## src/rtl/spi_reg_bank.sv

```systemverilog
// SPI mode-0 peripheral that fills a bank of NUM_REGS config registers from
// length-checked write frames. Define SPI_READBACK_EN to return register data on cipo for read frames.
module spi_reg_bank #(
    parameter int NUM_REGS = 5,
    parameter int ADDR_W   = 7,
    parameter int DATA_W   = 8
) (
    input  logic                         clk,
    input  logic                         rst_n,
    input  logic                         sclk,
    input  logic                         copi,
    input  logic                         ncs,
    output logic                         cipo,
    output logic [NUM_REGS*DATA_W-1:0]   regs_o,
    output logic                         wr_stb,
    output logic [ADDR_W-1:0]            wr_addr,
    output logic                         frame_err
);

    localparam int FRAME_W = 1 + ADDR_W + DATA_W;
    localparam int CNT_W   = $clog2(FRAME_W + 2);
    localparam logic [CNT_W-1:0] CNT_FULL = CNT_W'(FRAME_W);
    localparam logic [CNT_W-1:0] CNT_SAT  = CNT_W'(FRAME_W + 1);
    localparam logic [ADDR_W:0]  NUM_REGS_W = (ADDR_W + 1)'(NUM_REGS);

    typedef enum logic [1:0] {
        ST_IDLE,
        ST_SHIFT,
        ST_COMMIT
    } state_t;

    state_t                state_q, state_d;
    logic [2:0]            sclk_sync_q, sclk_sync_d;
    logic [2:0]            ncs_sync_q, ncs_sync_d;
    logic [1:0]            copi_sync_q, copi_sync_d;
    logic [CNT_W-1:0]      cnt_q, cnt_d;
    logic [FRAME_W-1:0]    shift_q, shift_d;
    logic [DATA_W-1:0]     regs_q [NUM_REGS];
    logic [DATA_W-1:0]     regs_d [NUM_REGS];
    logic                  wr_stb_q, wr_stb_d;
    logic [ADDR_W-1:0]     wr_addr_q, wr_addr_d;
    logic                  frame_err_q, frame_err_d;

    logic                  sclk_rise;
    logic                  ncs_low;
    logic                  ncs_rise;
    logic                  frame_wr;
    logic [ADDR_W-1:0]     frame_addr;
    logic [DATA_W-1:0]     frame_data;
    logic                  addr_ok;
    logic                  commit_wr;

    // Stages [1:0] synchronise; stage [2] is only the edge-detect delay.
    assign sclk_sync_d = {sclk_sync_q[1:0], sclk};
    assign ncs_sync_d  = {ncs_sync_q[1:0], ncs};
    assign copi_sync_d = {copi_sync_q[0], copi};

    assign sclk_rise = sclk_sync_q[1] & ~sclk_sync_q[2];
    assign ncs_low   = ~ncs_sync_q[1];
    assign ncs_rise  = ncs_sync_q[1] & ~ncs_sync_q[2];

    assign frame_wr   = shift_q[FRAME_W-1];
    assign frame_addr = shift_q[DATA_W +: ADDR_W];
    assign frame_data = shift_q[DATA_W-1:0];
    assign addr_ok    = ({1'b0, frame_addr} < NUM_REGS_W);
    assign commit_wr  = (state_q == ST_COMMIT) && (cnt_q == CNT_FULL) && frame_wr && addr_ok;

    always_comb begin
        state_d     = state_q;
        cnt_d       = cnt_q;
        shift_d     = shift_q;
        wr_stb_d    = commit_wr;
        wr_addr_d   = commit_wr ? frame_addr : wr_addr_q;
        frame_err_d = 1'b0;
        case (state_q)
            ST_IDLE: begin
                // Level test, so a chip select that fell during COMMIT is still taken here.
                if (ncs_low) begin
                    state_d = ST_SHIFT;
                    cnt_d   = '0;
                    shift_d = '0;
                end
            end
            ST_SHIFT: begin
                if (ncs_rise) begin
                    state_d = ST_COMMIT;
                end else if (sclk_rise && ncs_low) begin
                    shift_d = {shift_q[FRAME_W-2:0], copi_sync_q[1]};
                    if (cnt_q != CNT_SAT) begin
                        cnt_d = cnt_q + 1'b1;
                    end
                end
            end
            ST_COMMIT: begin
                state_d = ST_IDLE;
                if (cnt_q != CNT_FULL) begin
                    frame_err_d = 1'b1;
                end else if (frame_wr && !addr_ok) begin
                    frame_err_d = 1'b1;
                end
            end
            default: begin
                state_d = ST_IDLE;
            end
        endcase
    end

    genvar gi;
    generate
        for (gi = 0; gi < NUM_REGS; gi++) begin : g_reg
            assign regs_d[gi] = (commit_wr && (frame_addr == ADDR_W'(gi))) ? frame_data : regs_q[gi];
            assign regs_o[gi*DATA_W +: DATA_W] = regs_q[gi];
        end
    endgenerate

`ifdef SPI_READBACK_EN
    localparam int TXC_W = $clog2(DATA_W + 1);

    logic [DATA_W-1:0] tx_q, tx_d;
    logic [TXC_W-1:0]  tx_left_q, tx_left_d;
    logic              cipo_q, cipo_d;
    logic              sclk_fall;
    logic              tx_load;
    logic [DATA_W-1:0] rd_val;

    assign sclk_fall = ~sclk_sync_q[1] & sclk_sync_q[2];
    // Load on the edge that completes R/W plus address; shift_d already holds that bit.
    assign tx_load = (state_q == ST_SHIFT) && ncs_low && sclk_rise && !ncs_rise
                     && (cnt_q == CNT_W'(ADDR_W)) && !shift_d[ADDR_W];

    always_comb begin
        rd_val = '0;
        for (int k = 0; k < NUM_REGS; k++) begin
            if (shift_d[ADDR_W-1:0] == ADDR_W'(k)) begin
                rd_val = regs_q[k];
            end
        end
    end

    always_comb begin
        tx_d      = tx_q;
        tx_left_d = tx_left_q;
        cipo_d    = cipo_q;
        if ((state_q != ST_SHIFT) || !ncs_low) begin
            tx_left_d = '0;
            cipo_d    = 1'b0;
        end else if (tx_load) begin
            tx_d      = rd_val;
            tx_left_d = TXC_W'(DATA_W);
        end else if (sclk_fall) begin
            if (tx_left_q != '0) begin
                cipo_d    = tx_q[DATA_W-1];
                tx_d      = {tx_q[DATA_W-2:0], 1'b0};
                tx_left_d = tx_left_q - 1'b1;
            end else begin
                cipo_d = 1'b0;
            end
        end
    end

    assign cipo = cipo_q;
`else
    assign cipo = 1'b0;
`endif

    always_ff @(posedge clk or negedge rst_n) begin
        if (!rst_n) begin
            state_q     <= ST_IDLE;
            sclk_sync_q <= 3'b000;
            ncs_sync_q  <= 3'b111;
            copi_sync_q <= 2'b00;
            cnt_q       <= '0;
            shift_q     <= '0;
            wr_stb_q    <= 1'b0;
            wr_addr_q   <= '0;
            frame_err_q <= 1'b0;
            for (int k = 0; k < NUM_REGS; k++) begin
                regs_q[k] <= '0;
            end
`ifdef SPI_READBACK_EN
            tx_q        <= '0;
            tx_left_q   <= '0;
            cipo_q      <= 1'b0;
`endif
        end else begin
            state_q     <= state_d;
            sclk_sync_q <= sclk_sync_d;
            ncs_sync_q  <= ncs_sync_d;
            copi_sync_q <= copi_sync_d;
            cnt_q       <= cnt_d;
            shift_q     <= shift_d;
            wr_stb_q    <= wr_stb_d;
            wr_addr_q   <= wr_addr_d;
            frame_err_q <= frame_err_d;
            for (int k = 0; k < NUM_REGS; k++) begin
                regs_q[k] <= regs_d[k];
            end
`ifdef SPI_READBACK_EN
            tx_q        <= tx_d;
            tx_left_q   <= tx_left_d;
            cipo_q      <= cipo_d;
`endif
        end
    end

    assign wr_stb    = wr_stb_q;
    assign wr_addr   = wr_addr_q;
    assign frame_err = frame_err_q;

endmodule

```

## config.mk

```make
export PLATFORM = sky130hd
export DESIGN_NAME = spi_reg_bank
export DESIGN_NICKNAME = d
export VERILOG_FILES = /design/src/rtl/spi_reg_bank.sv
export SDC_FILE = /design/constraint.sdc
export NUM_CORES = 1
export LEC_CHECK = 0
export CORE_MARGIN = 2
export CORE_UTILIZATION = 40
export DETAILED_ROUTE_END_ITERATION = 16
export PLACE_DENSITY_LB_ADDON = 0.3
export SLEW_MARGIN = 20
export SYNTH_ARGS = -nofsm -noshare
export SYNTH_HDL_FRONTEND = slang
export SYNTH_SLANG_ARGS = --single-unit
```

## constraint.sdc

```tcl
create_clock -name clk -period 1.9 [get_ports clk]
set_input_delay 0.38 -clock clk [delete_from_list [all_inputs] [get_ports clk]]
set_output_delay 0.38 -clock clk [all_outputs]
set_load 0.1 [all_outputs]
```

==> results.toml <==
[sta]
min_period_ps = 1790
rsz0062_at_grt = "false"
worst_slew_margin_rel_pct = 62.9
period_share_pct = 94.1
max_slew.worst_pin.slew_ps = 549
setup_tns_ps = 0
drv_slew = 0
hold_ws_ps = 52.2
setup_viol = 0
clock_skew_ps = 7.62
clock.fmax_mhz = 560
hold_viol = 0

[routing]
drt_iter0_markers = 87
firstDrtPassIters = 4
via_per_inst = 4.93
avgRoutedWirePerCell_um = 14.9
wirelength_um = 6200
drcViolationCount = 0
vias = 2049
ant_nets = 0

[global_route]
grt_pass1_vias = 2035
grt_first_pass_wirelength_um = 10500
track_usage_pct = 15.5
grt_overflow = 0
grt_max_degree = 81
antenna_found_initial = 0

[floorplanning]
die_h_um = 94.8
num_io_pins = 55
dieArea_sq_mm = 0.00899
core_sq_mm = 0.00809
initial_core_util_pct = 40.8
rows = 33
dieWidth_um = 94.8

[yosys]
synthMuxAreaShare_pct = 19.8
synth_fa_ha_area_share_pct = 1.14
synth_ff_type = "dfrtp_1"
ys_seq_area_share_pct = 60.8
synth_area_leaders = "dfrtp_1 58%, mux2_2 14%, mux2i_1 5.5%"
synth_seq_cells = 80
synth_top_area_share_pct = 58.4
synth_cell_types = 36
synth_top_family_by_area = "multiplexers"
synth_compound_area_share_pct = 3.49
async_reset_ff_share_pct = 100
yosysTopAreaCell = "dfrtp_1"
post_synth.cell_area_avg_sq_um = 13.6
synthCells = 243
yosysWarnings = 0
synth-simple-area-share_pct = 10.6
synth-xor-area-share_pct = 0
netlist_area_sq_mm = 0.00330
synth-edff-count = 0
synth_nets = 251

[power]
power.density_mw_per_mm2 = 847
peakVddDrop_mv = 0.452
p_leak_nw = 2.08

[place]
dp_hpwl_um = 4000
globalplace.congestion = 0.923
port_buffers = 53
place_inst = 400

[worst_setup_path]
worstPathArrival_ps = 2010
crit_required_ps = 2130
cp-end-kind = "register"
worst_path_largest_cell_delay_ps = 420
crit_type = "reg -> reg"
path_cells = "inv_2 > ha_1 > nor4bb_4 > buf_6 > nand4_4 > mux2_4"
crit_fanout = 8
critPathSlowestCell = "dfrtp_1"
cp-start-kind = "register"

[final_layout]
final_common_cell = "dfrtp_1"
final_layout_size_suffix_gt1_share_pct = 43.7
final_nets = 314
area_growth_pct = 31.4
n_antenna_cell = 0
nFillCells = 709
fin_cells = 416
mostFrequentLayoutCells = "77 x dfrtp_1, 44 x buf_4, 41 x mux2_2"

[clock_network]
cts.path.max_buffers = 2
cts_tree = "built"
cts.sinks = 80
cts.reportedPaths.clkPinSlew_ps = 80
worstSkewPairLatency_ps = 340
cts-root-buf = "clkbuf_8"
numCtsBuffers = 9
cts.htree.levels = 3
post_cts_buffers = 0

[status]
status = "completed"

[job]
drv_cap = 0

[worst_hold_path]
holdCritPathClass = "in -> async"
## final cells by class
type | count | area [sq um] | area share, %
sequential | 80 | 2010 | 46.3
clock inverter | 5 | 104 | 2.40
tap | 105 | 131 | 3.03
inverter | 20 | 75.1 | 1.73
timing repair buffer | 62 | 652 | 15.0
clock buffer | 11 | 141 | 3.26
multi-input combinational | 133 | 1220 | 28.2
## where the power goes
| group | switching [mW] | internal [mW] | total, mW | leakage [nW] |
|---|---|---|---|---|
| Clock | 0.610 | 0.910 | 1.52 | 0.124 |
| Sequential | 0.0695 | 1.76 | 1.83 | 1.09 |
| Combinational | 0.179 | 0.139 | 0.318 | 0.874 |
| Total | 0.859 | 2.81 | 3.67 | 2.08 |
## worst max-delay path, delay by kind of cell (launching register included)
kind | cells | cell delay, ps
buffers and inverters | 2 | 280
adders and majority gates | 1 | 160
DFF | 1 | 420
and+or+nand+nor | 2 | 440
muxes | 1 | 370
## cells by family after synthesis
logic type,Yosys count
other cells,1
mux,60
fa+ha+maj,3
flops,80
compound gates,16
simple gates,53
buf+inv,30
## through the flow
| stage | power, mW | util (%) | area, sq um | setup WS, ps |
|---|---|---|---|---|
| after detailed placement | 2.17 | 49.7 | 4020 | -108 |
| after global routing | 3.84 | 53.5 | 4330 | 13.5 |
| after global placement | 2.16 | 49.7 | 4020 | -63.0 |
| after floorplan | 2.03 | - | 3300 | 172 |
| final | 3.67 | 53.5 | 4330 | 113 |
| after CTS | 3.68 | 53.0 | 4290 | 5.02 |
## what timing repair did
item | 4_1_cts | 5_1_grt
pin swaps | 0 | 2
setup endpoints to repair | 24 | 42
gates resized for setup | 3 | 8
hold buffers | 0 | 0
## synthesized netlist by cell type, types with 3 or more instances
| cell type | instances |
|---|---|
| dfrtp_1 | 77 |
| mux2_2 | 42 |
| nand2_1 | 21 |
| inv_1 | 20 |
| mux2i_1 | 18 |
| clkbuf_1 | 6 |
| nand4_2 | 5 |
| and2_2 | 4 |
| o21ai_0 | 4 |
| and3b_1 | 3 |
| dfstp_2 | 3 |
| ha_1 | 3 |
| nand4_1 | 3 |
| nor2b_1 | 3 |
| nor3b_1 | 3 |
## layer usage
layer | GRT usage, % | vias to the layer above | wire [um]
li1 | - | 971 | -
met1 | 22.9 | 1032 | 3040
met2 | 22.1 | 35 | 2820
met3 | 2.47 | 11 | 175
met4 | 8.09 | 0 | 164
met5 | 0 | - | 0
## final timing paths
kind                                               start                        to  slack [ps]  cells after the start
worst max-delay path                cnt_q[1]$_DFFE_PN0P_    regs_o[17]$_DFFE_PN0P_         110                      6
worst min-delay path                               rst_n    regs_o[35]$_DFFE_PN0P_          50                      2
worst max register to register      cnt_q[1]$_DFFE_PN0P_    regs_o[17]$_DFFE_PN0P_         110                      6
worst min register to register  sclk_sync_q[0]$_DFF_PN0_  sclk_sync_q[1]$_DFF_PN0_         350                      0
max in group asynchronous                          rst_n   ncs_sync_q[2]$_DFF_PN1_        1500                      2
min in group clk                sclk_sync_q[0]$_DFF_PN0_  sclk_sync_q[1]$_DFF_PN0_         350                      0
## sequential cells by signal, summed over array words and instances (netlist names)
name and cells:
copi_sync_q 2, wr_addr 7, frame_err 1, shift_q 16
wr_stb 1, sclk_sync_q 3, state_q 2, ncs_sync_q 3
cnt_q 5, regs_o 40
Note: power is estimated with default switching activity, not from simulation.
